[src/rtl/ireq_arbiter.sv]
// ireq_arbiter: round-robin packet arbiter sharing the SRIO ireq AXI4-Stream channel among NUM_REQ requesters; ports: log_clk/log_rst_n, link_initialized, req_* slaves, ireq_* master, grant_o/busy_o/pkt_cnt_o/err_len_o status
module ireq_arbiter #(
  parameter int NUM_REQ = 2,
  parameter int MAX_BEATS = 33
) (
  input  logic                    log_clk,
  input  logic                    log_rst_n,
  input  logic                    link_initialized,
  input  logic [NUM_REQ-1:0]      req_tvalid,
  output logic [NUM_REQ-1:0]      req_tready,
  input  logic [NUM_REQ-1:0]      req_tlast,
  input  logic [64*NUM_REQ-1:0]   req_tdata,
  input  logic [8*NUM_REQ-1:0]    req_tkeep,
  input  logic [32*NUM_REQ-1:0]   req_tuser,
  output logic                    ireq_tvalid_o,
  input  logic                    ireq_tready_in,
  output logic                    ireq_tlast_o,
  output logic [63:0]             ireq_tdata_o,
  output logic [7:0]              ireq_tkeep_o,
  output logic [31:0]             ireq_tuser_o,
  output logic [NUM_REQ-1:0]      grant_o,
  output logic                    busy_o,
  output logic [16*NUM_REQ-1:0]   pkt_cnt_o,
  output logic                    err_len_o
);
  localparam int IW = $clog2(NUM_REQ);
  typedef enum logic {IDLE, LOCK} state_t;
  state_t state, state_n;
  logic [1:0] rst_sync;
  logic rst_n_s;
  logic [IW-1:0] g, rr_ptr, sel;
  logic [5:0] beat_cnt;
  logic found, lock, acc, over, done;
  int k;
  always_ff @(posedge log_clk or negedge log_rst_n)
    if (!log_rst_n) rst_sync <= '0;
    else rst_sync <= {rst_sync[0], 1'b1};
  assign rst_n_s = rst_sync[1];
  always_comb begin
    found = 1'b0;
    sel = rr_ptr;
    k = 0;
    for (int i = 0; i < NUM_REQ; i++) begin
      k = (int'(rr_ptr) + i) % NUM_REQ;
      if (!found && req_tvalid[IW'(k)]) begin
        found = 1'b1;
        sel = IW'(k);
      end
    end
  end
  always_comb begin
    lock = state == LOCK;
    over = beat_cnt == 6'(MAX_BEATS) && !req_tlast[g];
    ireq_tvalid_o = lock & req_tvalid[g];
    ireq_tlast_o = lock & (req_tlast[g] | over);
    ireq_tdata_o = lock ? req_tdata[int'(g)*64 +: 64] : '0;
    ireq_tkeep_o = lock ? req_tkeep[int'(g)*8 +: 8] : '0;
    ireq_tuser_o = lock ? req_tuser[int'(g)*32 +: 32] : '0;
    req_tready = grant_o & {NUM_REQ{ireq_tready_in}};
    acc = ireq_tvalid_o & ireq_tready_in;
    done = acc & ireq_tlast_o;
    state_n = lock ? (done ? IDLE : LOCK) : ((link_initialized && found) ? LOCK : IDLE);
  end
  always_ff @(posedge log_clk or negedge rst_n_s)
    if (!rst_n_s) state <= IDLE;
    else state <= state_n;
  always_ff @(posedge log_clk or negedge rst_n_s)
    if (!rst_n_s) begin
      g <= '0;
      rr_ptr <= '0;
      beat_cnt <= '0;
      grant_o <= '0;
      busy_o <= 1'b0;
      err_len_o <= 1'b0;
      pkt_cnt_o <= '0;
    end else begin
      err_len_o <= acc & over;
      if (!lock && state_n == LOCK) begin
        g <= sel;
        grant_o <= NUM_REQ'(1) << sel;
        busy_o <= 1'b1;
        beat_cnt <= '0;
      end else if (acc) begin
        beat_cnt <= beat_cnt + 6'd1;
        if (done) begin
          grant_o <= '0;
          busy_o <= 1'b0;
          rr_ptr <= (int'(g) == NUM_REQ - 1) ? '0 : g + 1'b1;
          pkt_cnt_o[int'(g)*16 +: 16] <= pkt_cnt_o[int'(g)*16 +: 16] + 16'd1;
        end
      end
    end
endmodule

[config.mk]
export PLATFORM = sky130hd
export DESIGN_NAME = ireq_arbiter
export DESIGN_NICKNAME = d
export VERILOG_FILES = /design/src/rtl/ireq_arbiter.sv
export SDC_FILE = /design/constraint.sdc
export NUM_CORES = 1
export LEC_CHECK = 0
export CAP_MARGIN = 15
export CORE_AREA = 2 2 140 142
export DETAILED_ROUTE_END_ITERATION = 8
export DIE_AREA = 0 0 142 144
export SYNTH_ARGS = -nofsm -noshare
export SYNTH_HDL_FRONTEND = slang
export SYNTH_SLANG_ARGS = --single-unit
[constraint.sdc]
create_clock -name log_clk -period 2.35 [get_ports log_clk]
set_clock_uncertainty 0.15 [all_clocks]
set_input_delay 0.705 -clock log_clk [delete_from_list [all_inputs] [get_ports log_clk]]
set_output_delay 0.705 -clock log_clk [all_outputs]
set_load 0.05 [all_outputs]
==> results.json <==
{
  "cts_hold_buf": 0,
  "track_usage": 0.1742,
  "period_share": 1.079,
  "nNetsFinal": 1058,
  "critical_path_arrival_ps": 1680,
  "setup_viol": 121,
  "violations": "setup timing",
  "power_uw": 13600,
  "crit_fanout": 10,
  "row_count": 51,
  "hpwl_mm": 15.50,
  "numCtsBuffers": 5,
  "required_ps": 1490,
  "ys.flop_type": "dfrtp_1",
  "powerDensity_nw_per_um2": 1276,
  "antenna_found_initial": 3,
  "async_reset_ff_frac": 1.000,
  "dp_cells": 1055,
  "fin_cells": 1079,
  "p_leak_uw": 0.004210,
  "ys_top_cells_by_area": "dfrtp_1, mux2i_1, nor2_1",
  "cts.sinks": 47,
  "synth_nets": 664,
  "seqCellArea_um2": 1180,
  "relSlewSlack": 0.5173,
  "cts_buffer_depth": 2,
  "grt_overflow": 0,
  "syn2layout_area_growth_pct": 177.7,
  "ff2ff_setup_slack_ps": -110,
  "die_x_um": 142,
  "clkSlewWorstSetupHoldPaths_ps": 70,
  "slowest_delay_ps": 520,
  "crit_type": "register to output port",
  "timing.max_cap.violations": 0,
  "root_buffer": "clkbuf_16",
  "mostFrequentLayoutCells": "clkdlybuf4s50_1, nor2_4, mux2i_4, buf_4, buf_6",
  "wl_per_cell_um": 18.60,
  "port_buffers": 359,
  "final_common_cell": "clkdlybuf4s50_1",
  "ys_seq_area_frac": 0.3065,
  "timing.final.ws_setup_ps": -185.0,
  "finalSetupTns_ps": -13240,
  "post-synth-top-area-cell": "dfrtp_1",
  "hp-class": "register to async pin",
  "start_util": 0.2011,
  "slowest_stage": "dfrtp_4",
  "htree_levels": 2,
  "tightestPinTransition_ps": 724.0,
  "finalCriticalPeriod_ps": 2535,
  "clock_latency_ps": 280,
  "grt_pass1_wl_mm": 28.01,
  "r2r_cells": 8,
  "synth-edff-count": 0,
  "ir_worst_vdd_v": 0.0007460,
  "avgSynthCellArea_um2": 8.623,
  "drtIter0Drc": 148,
  "drive_above_1_share": 0.5119,
  "cts_tree": "yes",
  "final_antenna_net_count": 0,
  "dr_total_vias": 4931,
  "drcViolationCount": 0,
  "core_um2": 19080,
  "crit_path_start_kind": "register",
  "cp_cell_sequence": "buf_12 > clkbuf_16 > mux2i_4 > nor2_4 > buf_8",
  "viasPerCell": 4.570,
  "fmax_ghz": 0.3945,
  "num_io_pins": 360,
  "die-height_um": 144,
  "status": "complete, but fails checks",
  "drv_slew": 0,
  "detail_route.wirelength_mm": 20.07,
  "yosys_warnings": 0,
  "place_congestion": 0.8096,
  "rsz0062_at_grt": "true",
  "worstReg2RegEnd": "pkt_cnt_o[27]",
  "drt-pass1-iter-count": 4,
  "die_area_um2": 20450,
  "grt_pass1_vias": 5028,
  "ys_types": 44,
  "fillers": 1545,
  "hold_viol_final": 0,
  "r2r-start": "g",
  "cp-startpoint": "g",
  "ys_ff_latch": 47,
  "synthesis.area_um2": 3837,
  "multi_input_area_um2": 4402,
  "grt_max_degree": 30,
  "critPathCaptureType": "output port",
  "netlist_instances": 445,
  "synth_top_area_frac": 0.3065
}
[metrics by stage]
| step | utilization | area (µm²) | worst slack [ps] | hold slack (ps) |
|---|---|---|---|---|
| after floorplan | - | 4656 | -118.3 | 181.2 |
| after global placement | 0.4571 | 8722 | -300.0 | 157.8 |
| after detailed placement | 0.4571 | 8722 | -278.7 | 185.5 |
| after CTS | 0.5256 | 10030 | -182.1 | 191.2 |
| after global routing | 0.5584 | 10650 | -237.3 | 221.7 |
| final | 0.5585 | 10660 | -185.0 | 152.0 |
[metal layers]
metal | wire length (µm) | track usage | vias to the layer above
met3 | 1678 | 0.05066 | 30
met2 | 10540 | 0.3115 | 235
met5 | 34 | 0 | -
met4 | 285 | 0.02474 | 6
li1 | - | - | 2312
met1 | 7529 | 0.2125 | 2348
[flip-flops by register name, indices dropped and copies added (netlist names)]
register / count
grant_o: 2
beat_cnt: 6
rst_sync: 2
pkt_cnt_o: 32
err_len_o: 1
g: 1
lock: 1
busy_o: 1
rr_ptr: 1
[worst max-delay path by stage]
stage | cells after the start | slack, ps | endpoint
finish | 5 | -180 | ireq_tdata_o[60]
detailed placement | 5 | -280 | ireq_tlast_o
CTS | 5 | -180 | ireq_tdata_o[52]
global placement | 5 | -300 | ireq_tlast_o
global route | 5 | -240 | ireq_tdata_o[60]
floorplan | 6 | -120 | ireq_tdata_o[10]
[cells by family after synthesis]
group	count (synthesis)	share of synthesized area
AOI/OAI and AO/OA	16	0.02902
buffers and inverters	32	0.04239
xor gates and xnor gates	35	0.07988
muxes	110	0.2886
and+or+nand+nor	201	0.2429
other	1	0.0009772
adders and majority gates	3	0.009783
DFF	47	0.3065
[critical path, delay by kind of cell (launching register included)]
family        cells  cell delay [ps]
buf+inv           3              520
mux               1              200
simple gates      1              130
flops             1              520
[cell usage after synthesis, types with 2 or more instances]
cell / instances
xor2_1: 16
nand2_1: 33
o21ai_0: 5
xnor2_1: 19
and2_1: 7
buf_2: 7
nand4_1: 4
nor3_1: 2
buf_4: 7
mux2i_1: 105
nor2_1: 118
and3_2: 2
nand3_1: 14
inv_1: 5
nor2b_1: 4
and3_1: 5
dfrtp_1: 47
o21bai_1: 2
mux2_2: 5
clkbuf_1: 12
ha_1: 3
[final cells by class]
cell class / count / share of cell area
timing repair buffer: 414 / 0.4323
multi-input combinational: 366 / 0.4131
inverter: 5 / 0.002466
antenna: 1 / 0.0002348
clock buffer: 6 / 0.01209
tap: 238 / 0.02794
sequential: 47 / 0.1107
clock inverter: 2 / 0.001174
[power by group]
part | internal [µW] | leakage (µW) | switching [µW]
clock network | 393 | 0.0000669 | 293
logic | 5230 | 0.00352 | 6530
registers | 957 | 0.000626 | 194
total | 6580 | 0.00421 | 7020
[what timing repair did]
item / in CTS / in global routing
buffers inserted: 6 / 5
pin swaps: 3 / 0
endpoints found under the setup margin: 108 / 121
cloned: 1 / 3
resized for setup: 236 / 98
(Power assumes the default switching activity.)
